### config.mk
export PLATFORM = sky130hd
export DESIGN_NAME = inv_sub_bytes_seq
export DESIGN_NICKNAME = d
export VERILOG_FILES = /design/src/rtl/inv_sub_bytes_seq_pkg.sv /design/src/rtl/inv_sbox.sv /design/src/rtl/inv_sub_bytes_seq.sv
export SDC_FILE = /design/constraint.sdc
export NUM_CORES = 1
export LEC_CHECK = 0
export ABC_AREA = 1
export BUFFER_PORTS_ARGS = -buffer_cell sky130_fd_sc_hd__clkbuf_2
export CAP_MARGIN = 30
export CELL_PAD_IN_SITES_DETAIL_PLACEMENT = 1
export CELL_PAD_IN_SITES_GLOBAL_PLACEMENT = 1
export CORE_ASPECT_RATIO = 0.75
export CORE_MARGIN = 2
export CORE_UTILIZATION = 35
export CTS_CLUSTER_DIAMETER = 50
export DETAILED_ROUTE_END_ITERATION = 10
export PLACE_DENSITY_LB_ADDON = 0.1
export SYNTH_ARGS = -nofsm -noshare
export SYNTH_HDL_FRONTEND = slang
export SYNTH_HIERARCHICAL = 1
export SYNTH_SLANG_ARGS = --single-unit
export TNS_END_PERCENT = 20
### constraint.sdc
create_clock -name clk -period 3.8 [get_ports clk]
set_input_delay 0.38 -clock clk [delete_from_list [all_inputs] [get_ports clk]]
set_output_delay 0.38 -clock clk [all_outputs]
set_load 0.02 [all_outputs]
### src/rtl/inv_sub_bytes_seq_pkg.sv
// Shared AES definitions for the sequential InvSubBytes block: widths,
// FSM state encoding and the inverse S-box table.
package inv_sub_bytes_seq_pkg;

  localparam int STATE_W     = 128;
  localparam int BYTE_W      = 8;
  localparam int STATE_BYTES = STATE_W / BYTE_W;

  typedef enum logic [1:0] {
    IDLE = 2'd0,
    SUB  = 2'd1,
    DONE = 2'd2
  } fsm_e;

  localparam logic [7:0] INV_SBOX [256] = '{
    8'h52, 8'h09, 8'h6a, 8'hd5, 8'h30, 8'h36, 8'ha5, 8'h38, 8'hbf, 8'h40, 8'ha3, 8'h9e, 8'h81, 8'hf3, 8'hd7, 8'hfb,
    8'h7c, 8'he3, 8'h39, 8'h82, 8'h9b, 8'h2f, 8'hff, 8'h87, 8'h34, 8'h8e, 8'h43, 8'h44, 8'hc4, 8'hde, 8'he9, 8'hcb,
    8'h54, 8'h7b, 8'h94, 8'h32, 8'ha6, 8'hc2, 8'h23, 8'h3d, 8'hee, 8'h4c, 8'h95, 8'h0b, 8'h42, 8'hfa, 8'hc3, 8'h4e,
    8'h08, 8'h2e, 8'ha1, 8'h66, 8'h28, 8'hd9, 8'h24, 8'hb2, 8'h76, 8'h5b, 8'ha2, 8'h49, 8'h6d, 8'h8b, 8'hd1, 8'h25,
    8'h72, 8'hf8, 8'hf6, 8'h64, 8'h86, 8'h68, 8'h98, 8'h16, 8'hd4, 8'ha4, 8'h5c, 8'hcc, 8'h5d, 8'h65, 8'hb6, 8'h92,
    8'h6c, 8'h70, 8'h48, 8'h50, 8'hfd, 8'hed, 8'hb9, 8'hda, 8'h5e, 8'h15, 8'h46, 8'h57, 8'ha7, 8'h8d, 8'h9d, 8'h84,
    8'h90, 8'hd8, 8'hab, 8'h00, 8'h8c, 8'hbc, 8'hd3, 8'h0a, 8'hf7, 8'he4, 8'h58, 8'h05, 8'hb8, 8'hb3, 8'h45, 8'h06,
    8'hd0, 8'h2c, 8'h1e, 8'h8f, 8'hca, 8'h3f, 8'h0f, 8'h02, 8'hc1, 8'haf, 8'hbd, 8'h03, 8'h01, 8'h13, 8'h8a, 8'h6b,
    8'h3a, 8'h91, 8'h11, 8'h41, 8'h4f, 8'h67, 8'hdc, 8'hea, 8'h97, 8'hf2, 8'hcf, 8'hce, 8'hf0, 8'hb4, 8'he6, 8'h73,
    8'h96, 8'hac, 8'h74, 8'h22, 8'he7, 8'had, 8'h35, 8'h85, 8'he2, 8'hf9, 8'h37, 8'he8, 8'h1c, 8'h75, 8'hdf, 8'h6e,
    8'h47, 8'hf1, 8'h1a, 8'h71, 8'h1d, 8'h29, 8'hc5, 8'h89, 8'h6f, 8'hb7, 8'h62, 8'h0e, 8'haa, 8'h18, 8'hbe, 8'h1b,
    8'hfc, 8'h56, 8'h3e, 8'h4b, 8'hc6, 8'hd2, 8'h79, 8'h20, 8'h9a, 8'hdb, 8'hc0, 8'hfe, 8'h78, 8'hcd, 8'h5a, 8'hf4,
    8'h1f, 8'hdd, 8'ha8, 8'h33, 8'h88, 8'h07, 8'hc7, 8'h31, 8'hb1, 8'h12, 8'h10, 8'h59, 8'h27, 8'h80, 8'hec, 8'h5f,
    8'h60, 8'h51, 8'h7f, 8'ha9, 8'h19, 8'hb5, 8'h4a, 8'h0d, 8'h2d, 8'he5, 8'h7a, 8'h9f, 8'h93, 8'hc9, 8'h9c, 8'hef,
    8'ha0, 8'he0, 8'h3b, 8'h4d, 8'hae, 8'h2a, 8'hf5, 8'hb0, 8'hc8, 8'heb, 8'hbb, 8'h3c, 8'h83, 8'h53, 8'h99, 8'h61,
    8'h17, 8'h2b, 8'h04, 8'h7e, 8'hba, 8'h77, 8'hd6, 8'h26, 8'he1, 8'h69, 8'h14, 8'h63, 8'h55, 8'h21, 8'h0c, 8'h7d
  };

endpackage

### src/rtl/inv_sbox.sv
// Combinational AES inverse S-box lookup, one byte in, one byte out.
module inv_sbox
  import inv_sub_bytes_seq_pkg::*;
(
  input  logic [BYTE_W-1:0] in_i,
  output logic [BYTE_W-1:0] out_o
);

  assign out_o = INV_SBOX[in_i];

endmodule

### src/rtl/inv_sub_bytes_seq.sv
// Sequential InvSubBytes: captures one 128-bit state and substitutes
// BYTES_PER_CYCLE bytes per clock, then holds the result until taken.
module inv_sub_bytes_seq
  import inv_sub_bytes_seq_pkg::*;
#(
  parameter int BYTES_PER_CYCLE = 4
) (
  input  logic               clk,
  input  logic               rst_n,
  input  logic               in_valid,
  output logic               in_ready,
  input  logic [0:STATE_W-1] shifted_state,
  output logic               out_valid,
  input  logic               out_ready,
  output logic [0:STATE_W-1] sub_state,
  output logic               busy
);

  localparam int N      = STATE_BYTES / BYTES_PER_CYCLE;
  localparam int CNT_W  = (N > 1) ? $clog2(N) : 1;
  localparam int IDX_W  = $clog2(STATE_W);
  localparam logic [CNT_W-1:0] LAST = CNT_W'(N - 1);

  fsm_e               state_q, state_d;
  logic [CNT_W-1:0]   cnt_q, cnt_d;
  logic [0:STATE_W-1] data_q, data_d;
  logic [BYTE_W-1:0]  sb_in  [BYTES_PER_CYCLE];
  logic [BYTE_W-1:0]  sb_out [BYTES_PER_CYCLE];

  // Chunk c covers bytes c*BPC .. c*BPC+BPC-1 of the state register.
  always_comb begin
    sb_in = '{default: '0};
    for (int i = 0; i < BYTES_PER_CYCLE; i++) begin
      sb_in[i] = data_q[IDX_W'((int'(cnt_q) * BYTES_PER_CYCLE + i) * BYTE_W) +: BYTE_W];
    end
  end

  for (genvar g = 0; g < BYTES_PER_CYCLE; g++) begin : g_sbox
    inv_sbox u_inv_sbox (
      .in_i  (sb_in[g]),
      .out_o (sb_out[g])
    );
  end

  always_comb begin
    state_d = state_q;
    cnt_d   = cnt_q;
    data_d  = data_q;
    case (state_q)
      IDLE: begin
        if (in_valid) begin
          data_d  = shifted_state;
          cnt_d   = '0;
          state_d = SUB;
        end
      end
      SUB: begin
        for (int i = 0; i < BYTES_PER_CYCLE; i++) begin
          data_d[IDX_W'((int'(cnt_q) * BYTES_PER_CYCLE + i) * BYTE_W) +: BYTE_W] = sb_out[i];
        end
        if (cnt_q == LAST) begin
          cnt_d   = '0;
          state_d = DONE;
        end else begin
          cnt_d = cnt_q + 1'b1;
        end
      end
      DONE: begin
        if (out_ready) state_d = IDLE;
      end
      default: state_d = IDLE;
    endcase
  end

  always_ff @(posedge clk or negedge rst_n) begin
    if (!rst_n) begin
      state_q <= IDLE;
      cnt_q   <= '0;
      data_q  <= '0;
    end else begin
      state_q <= state_d;
      cnt_q   <= cnt_d;
      data_q  <= data_d;
    end
  end

  // All handshake outputs are Moore so no input-to-output combinational path exists.
  assign in_ready  = (state_q == IDLE);
  assign out_valid = (state_q == DONE);
  assign busy      = (state_q != IDLE);
  assign sub_state = data_q;

endmodule

# Word-level counts from Yosys, hierarchy flattened
# Memories as Yosys holds them, arrays and structs flattened.
# Index checks and enable logic that the tools add are counted.
# W data, S select, Z words.
# word_totals
reg_bits	132
output_inout_bits	131
memories	4
in_bits	132
wordCells	71
romBits	8192
# classes
n_addsub	8
bitwise	8
order_cmp	4
n_mux	21
n_eq_ne	6
shift	12
n_reduce_logical	5
# memory_table
memory	depth	width	read_ports	rd_ports_with_merged_regs	write_ports	line_no	source
(no name shown)	256	8	1	0	0	inv_sbox.sv:9	assign out_o = INV_SBOX[in_i];
(no name shown)	256	8	1	0	0	inv_sbox.sv:9	
(no name shown)	256	8	1	0	0	inv_sbox.sv:9	
(no name shown)	256	8	1	0	0	inv_sbox.sv:9	
# ops
operator	n
$shift A129 B8 Y128 const A	4
$shiftx A128 B7 Y129	4
$shiftx A129 B8 Y128	4
$bwmux W128	4
$pmux W128 S2	1
$mux W128	1
$mux W8	8
$ge A9 B9 Y1 const B	4
$not A8 Y9	4
$neg A7 Y8	4
$not A7 Y7	4
$mux W2	5
$add A4 B2 Y4 const B	2
$pmux W2 S3	1
$add A4 B1 Y4 const B	1
$eq A2 B2 Y1 const B	2
$ne A2 B2 Y1 const B	2
$pmux W2 S2	1
$reduce_bool A2 Y1	2
$reduce_and A3 Y1	1
$add A2 B1 Y2 const B	1
$eq A2 B1 Y1 const B	1
$logic_not A2 Y1	1
$ne A2 B1 Y1 const B	1
$reduce_and A2 Y1	1

# Longest topological paths before layout
# Gate-level depths: netlist of the first run.
# depth
word_depth	12
mapped_depth	26
ltp_nobuf	22

# By module
# The synthesis of the first run kept the hierarchy.
# modules_own_cells
mod	seq_area_each_um2	area_each_um2	instances	cells_each
inv_sub_bytes_seq	3303.2	6956.7	1	982
inv_sbox (g_sbox[2].u_inv_sbox ...)	0.0	3106.7	2	633
inv_sbox (g_sbox[1].u_inv_sbox)	0.0	3034.2	1	615
inv_sbox (g_sbox[0].u_inv_sbox)	0.0	2929.1	1	622

# Worst setup path before layout of the first run
# No wires, ideal clock.
# synth_path
kind	register to register
from	register cnt_q[0]
to	register data_q (netlist bit sub_state[13])
n_path_buf	4
slack_ps	210
setup_time_ps	66
arrival_time_ps	3524
period_less_slack_ps	3590
path_stages_with_launch	25
required_ps	3734
cell_sequence	dfrtp_1 -> clkbuf_1 -> clkinv_1 -> clkbuf_1 -> nor2_1 -> nor2_1 -> inv_1 -> ha_1 -> buf_4 -> inv_1 -> nand2_1 -> buf_4 -> nand3_1 -> nand3_1 -> nand3_1 -> nand3_1 -> nand2_1 -> nand2_1 -> nand2_1 -> inv_1 -> nor2_1 -> nand3_1 -> nand2_1 -> nand2_1 -> nand2_1
# synth_rtl
item	line_no	source
start, declared	inv_sub_bytes_seq.sv:25	logic [CNT_W-1:0] cnt_q, cnt_d;
start signal, assigned	inv_sub_bytes_seq.sv:82	cnt_q <= cnt_d;
end signal, assigned	inv_sub_bytes_seq.sv:83	data_q <= data_d;
end, declared	inv_sub_bytes_seq.sv:26	logic [0:STATE_W-1] data_q, data_d;

==> metrics, run 1 <==
status=finished clean; most common library cell in the layout ignoring fill and taps=nand3_1; RePlAce Congestion=approximately 1.0; Final Hold Fails=0; Clock Tree Buf Depth=2; final net count=about 3800; Pre-Repair DR Iteration Count=6; layout cells sized above 1=roughly 15%; unrepaired setup endpoints after global routing=true; Cell Area, Synth=approximately 19000 sq um; most repeated library cell on the critical path=nand2_1; routed len/inst=about 26 um; worst slack, placed=around 0.15 ns; Avg Synthesized Cell Area=between 5 and 6 sq um; via count=roughly 27000; Setup Skew=approximately 0.024 ns; hpwl dp=approximately 80000 um; CP max FO=37; Core ar.=between 50000 and 60000 sq um; TritonCTS clock tree=done; register area share after synthesis=17.3%; Die ar.=around 57000 sq um; GR Util All Layers=about two fifths; total grt overflow=0; most frequent cells in the layout=nand3_1 (1158), nand2_1 (1130), clkbuf_2 (261), nor2_1 (243), dfrtp_1 (132); Final Max Slew Viols=0; post-synth cell types=35; reg-to-reg critical path endpoint=sub_state[59]; # clock sinks=about 130; Startpoint Class=flop; Initial DRC Count=about 3800; Worst Setup End Kind=flop; worst hold slack=approximately 0.076 ns; Area growth, synth to finish=14.1%; CTS buffer count=17; relative slew slack=28.5%; Synth Warn #=6; post-route antenna net violation count=0; Worst-Skew Late Latency=0.50 ns; Post-Syn Nets=3702; Hold EP=state_q[1]; Least-Margin Pin Slew=1.07 ns; port bufs=between 200 and 300; clock transition at the registers of the reported paths=about 0.07 ns; Reg2Reg Launch Point=cnt_q[1]; Die Y=206 um; first-pass GRT wire length=168000 um; crit path kind=flop to flop; CP Cell Sequence=inv_1 -> buf_12 -> o21ai_0 -> nor2_2 -> inv_2 -> ha_1 -> nor2_1 -> buf_4 -> nor2_1 -> nand2_1 -> nand2_1 -> nand3_1 -> nand3_1 -> nand3_1 -> nand2_1 -> inv_1 -> nor2_1 -> nand3_1 -> nand2_1 -> nand2_1 -> nand2_1; Hold Path Cell Cnt=2; CTS root buf=clkbuf_16; Fmax achieved=277 MHz; Post-CTS Setup Inserts=0; Initial Utilization=35.3%; Cells after Synth=approximately 3500; IO Pins=approximately 260; Placement Rows=74; number of global-route vias before repair=26033; Final Setup Violations=0; CP arrival=4.03 ns; Final min period=around 3.6 ns; largest net degree at the start of global routing=91; DRT Wirelength=112000 um; DRC=0; critical path's slowest cell=ha_1; FF-to-FF path depth=21; worst setup margin=0.188 ns; fin util=40.2%; Synth Register Bits=between 100 and 150; initial antenna violation count=8; Final period util=95.0%; Worst R2R Setup Slack=between 0.15 and 0.2 ns; CP max stage delay=about 0.55 ns; Hold Path Class=primary input to flop; critical path required time=about 4.2 ns; H-tree depth=4; Die Span X=274 um; Hold Crit Start=out_ready; max cap viols=0; via/cell ratio=roughly 6.1
==> layout make-up <==
type | count | area [sq um]
timing repair buffer | 385 | 2470
antenna | 4 | 10.0
multi-input combinational | 2934 | 14000
inverter | 145 | 557
clock inverter | 12 | 166
sequential | 132 | 3300
clock buffer | 20 | 457
tap | 722 | 903
fill | 7594 | 32400
==> how the worst max path moves through the flow <==
| stage | from | endpoint | slack (ns) | cells after the start |
|---|---|---|---|---|
| 3_3_place_gp | cnt_q[1] | sub_state[29] | 0.20 | 22 |
| 2_1_floorplan | cnt_q[0] | sub_state[13] | 0.21 | 24 |
| 3_5_place_dp | cnt_q[1] | sub_state[61] | 0.15 | 22 |
| 6_report | cnt_q[1] | sub_state[59] | 0.19 | 21 |
| 5_1_grt | cnt_q[0] | sub_state[35] | -0.05 | 23 |
| 4_1_cts | cnt_q[0] | sub_state[63] | 0.12 | 20 |
==> synthesized netlist by cell type, drive strengths merged <==
library cell  count  share of area [%]
nor2            280                5.8
nand3b            3               0.12
buf             198                6.1
clkinv            2              0.039
inv             143                2.9
clkbuf           76                1.5
or2               6               0.20
ha               85                5.6
o22ai             1              0.033
o211ai            3               0.12
dfrtp           132                 17
nand3          1160                 30
o21bai            3               0.12
a21oi           119                3.5
nand2          1176                 24
nand4             4               0.13
o21ai            94                2.5
==> stage by stage <==
stage          TNS (ns)  instances  instance area [sq um]
5_1_grt          -0.100       4352                  21800
6_report              0       4354                  21800
2_1_floorplan         0       3485                  19100
3_5_place_dp          0       4317                  21200
4_1_cts               0       4350                  21800
3_3_place_gp          0       4317                  21200
==> what timing repair did <==
action,in CTS,in global routing
hold buffers,1,0
endpoints found under the setup margin,0,24
resized for setup,0,8
endpoints found under the hold margin,33,0
==> registers in the layout, summed over array words and instances, names as in the netlist <==
name / count
sub_state: 128
cnt_q: 2
state_q: 2
==> critical path, delay by kind of cell, from the launching register on <==
family                   cells  cell delay, ns
AND/OR/NAND/NOR             14            1.78
buffers and inverters        5            0.68
adder cells (fa/ha/maj)      1            0.55
flip-flops                   1            0.38
AO/OA/AOI/OAI                1            0.13
==> kinds of logic (layout without fill, tap and decap cells) <==
logic type | after synthesis | count (layout) | synth area share (%)
compound gates | 220 | 220 | 6.25
fa+ha+maj | 85 | 85 | 5.56
buf+inv | 419 | 562 | 10.5
flops | 132 | 132 | 17.3
other cells | 0 | 4 | 0
simple gates | 2629 | 2629 | 60.4
==> per-layer routing <==
metal	wire length [um]	vias to the layer above	track usage (%)
met2	47200	1637	56.5
met4	3590	10	12.9
met3	12900	267	11.2
li1	-	11817	-
met1	48500	13024	54.6
met5	74	-	0
Power of run 1 is left out: the tool's default activity adds up to more than one toggle a clock period on the data nets, which glitch-free logic cannot reach.
==> inputs of run 2 (changes only) <==
CORE_ASPECT_RATIO = not set   (was 0.75)
==> run 2 against run 1 <==
  * Final cell count hardly changed
  * Clock-buffer cell count fell by 1
  * Via count increased by 0.92%
  * Cell area increased by 0.46%
  * Critical endpoint is now sub_state[1]
  * Clock skew shrank 0.013 ns
  * Wire length rose by 1.9%
  * Critical path type unchanged
  * Register-to-register slack got worse by 0.09 ns
  * Largest cell class unchanged
  * Utilization grew 0.44 points
  * The run now ends with hold timing left
  * Sequential share of layout area down 0.070 points
==> metrics, run 2 (synthesized netlist as in run 1, its figures left out) <==
Initial DRC Count=2840 (-25%); port bufs=262 (unchanged); critical path's slowest cell=dfrtp_1; Clock Tree Buf Depth=2 (unchanged); Setup Skew=0.0108 ns (-0.0127 ns); CP Cell Sequence=inv_1 -> buf_12 -> o21ai_1 -> nor2_1 -> buf_4 -> ha_1 -> inv_1 -> nand2_2 -> nand3_1 -> nand3_1 -> nand3_1 -> nand3_1 -> nand3_1 -> nand2_1 -> inv_1 -> nor2_1 -> nand3_1 -> nand2_1 -> nand2_1 -> nand2_1; Startpoint Class=flop; most repeated library cell on the critical path=nand3_1; DRT Wirelength=114000 um (+1.9%); status=finished with violations; Initial Utilization=35.5% (+0.22 points); CP arrival=4.06 ns (+0.03 ns); FF-to-FF path depth=20 (-4.8%); first-pass GRT wire length=170000 um (+1.2%); Worst-Skew Late Latency=0.43 ns (-0.07 ns); Die Y=238 um (+15%); DRC=0 (unchanged); initial antenna violation count=2 (-6); Final Hold Fails=4 (+4); Final min period=3.70 ns (+0.0925 ns); H-tree depth=4 (unchanged); critical path's top delay family=simple AND/OR/NAND/NOR gates; final std cells w/o fill=4357 (+0.069%); Worst Setup End Kind=flop; CTS buffer count=17 (unchanged); CP bufs+invs=5 (unchanged); CTS root buf=clkbuf_16; Least-Margin Pin Slew=1.00 ns (-0.0677 ns); hpwl dp=84000 um (+2.8%); routed len/inst=26.2 um (+1.8%); via count=27002 (+0.92%); layout cells sized above 1=15.7% (+0.86 points); Hold Path Class=primary input to asynchronous set/reset pin; Area growth, synth to finish=14.6%; clock transition at the registers of the reported paths=0.07 ns (about the same); CP max stage delay=0.40 ns (-0.15 ns); WP depth=20 (-4.8%); # clock sinks=132 (unchanged); largest net degree at the start of global routing=76 (-16%); Placed Instances=4321 (+0.093%); Final Setup Violations=0 (unchanged); via/cell ratio=6.20 (+0.85%); crit path kind=flop to flop; final net count=3864 (+0.84%); IO Pins=263 (unchanged); critical path required time=4.16 ns (-0.05 ns); CTS Hold Bufs=0 (-1); Core ar.=53900 sq um (-0.62%); RePlAce Congestion=1.03 (-0.59%); relative slew slack=33.0% (+4.5 points); Die ar.=56600 sq um (about the same); TritonCTS clock tree=done; Fmax achieved=270 MHz (-2.5%); GR Util All Layers=39.1% (+0.26 points); failing checks=hold timing; Pre-Repair DR Iteration Count=6 (unchanged); worst hold slack=-0.0345 ns (-0.110 ns); most frequent cells in the layout=nand3_1 (1158), nand2_1 (1129), clkbuf_2 (261), nor2_1 (243), buf_4 (142); # fillers=7681 (+1.1%); Final Max Slew Viols=0 (unchanged); post-route antenna net violation count=0 (unchanged); Placement Rows=85 (+15%); number of global-route vias before repair=26738 (+2.7%); unrepaired setup endpoints after global routing=true; max FFs per register=128 (unchanged); total grt overflow=0 (unchanged); max cap viols=0 (unchanged); Final period util=97.5% (+2.4 points); CP max FO=27 (-27%); most common library cell in the layout ignoring fill and taps=nand3_1; Die Span X=238 um (-13%)
==> run 2: through the flow <==
stage / util (%) / hold WS [ns] / setup TNS [ns] / setup WS (ns) / area, sq um
final: 40.7 / -0.0345 / 0 / 0.0956 / 21900
after global routing: 40.7 / 0.0262 / -0.0542 / -0.0332 / 21900
after CTS: 40.5 / 0.0133 / 0 / 0.0621 / 21800
after detailed placement: 39.5 / 0.469 / 0 / 0.174 / 21300
after global placement: 39.4 / 0.460 / 0 / 0.188 / 21200
after floorplan: - / 0.0844 / 0 / 0.210 / 19100
==> run 2: worst paths after layout <==
check,start,to,slack [ns]
worst max-delay path,cnt_q[1],sub_state[1],0.1
worst min-delay path,rst_n,sub_state[56],-0.03
worst max register to register,cnt_q[1],sub_state[1],0.1
worst min register to register,sub_state[114],sub_state[114],0.50
max in group asynchronous,rst_n,sub_state[23],2.85
min in group clk,out_ready,state_q[1],0.14
==> run 2: per-layer routing <==
metal	up-vias	GRT usage (%)	wire (um)
met1	13166	48.6	44000
met3	402	5.32	9200
met2	1578	65.3	53800
met4	0	22.1	7330
met5	-	0	0
li1	11856	-	-
==> run 2: layout make-up <==
type                       count  area, sq um  share of cell area [%]
inverter                     145          562                    2.56
timing repair buffer         417         2650                    12.1
clock buffer                  19          453                    2.07
multi-input combinational   2934        14000                    63.7
clock inverter                12          121                   0.554
tap                          696          871                    3.97
sequential                   132         3300                    15.1
antenna                        2         5.00                  0.0228
==> run 2: timing repair <==
item                       CTS  global route
gates resized for setup      0            17
setup endpoints to repair    0            30
buffers inserted             0             3
Power of run 2 is left out for the same reason.
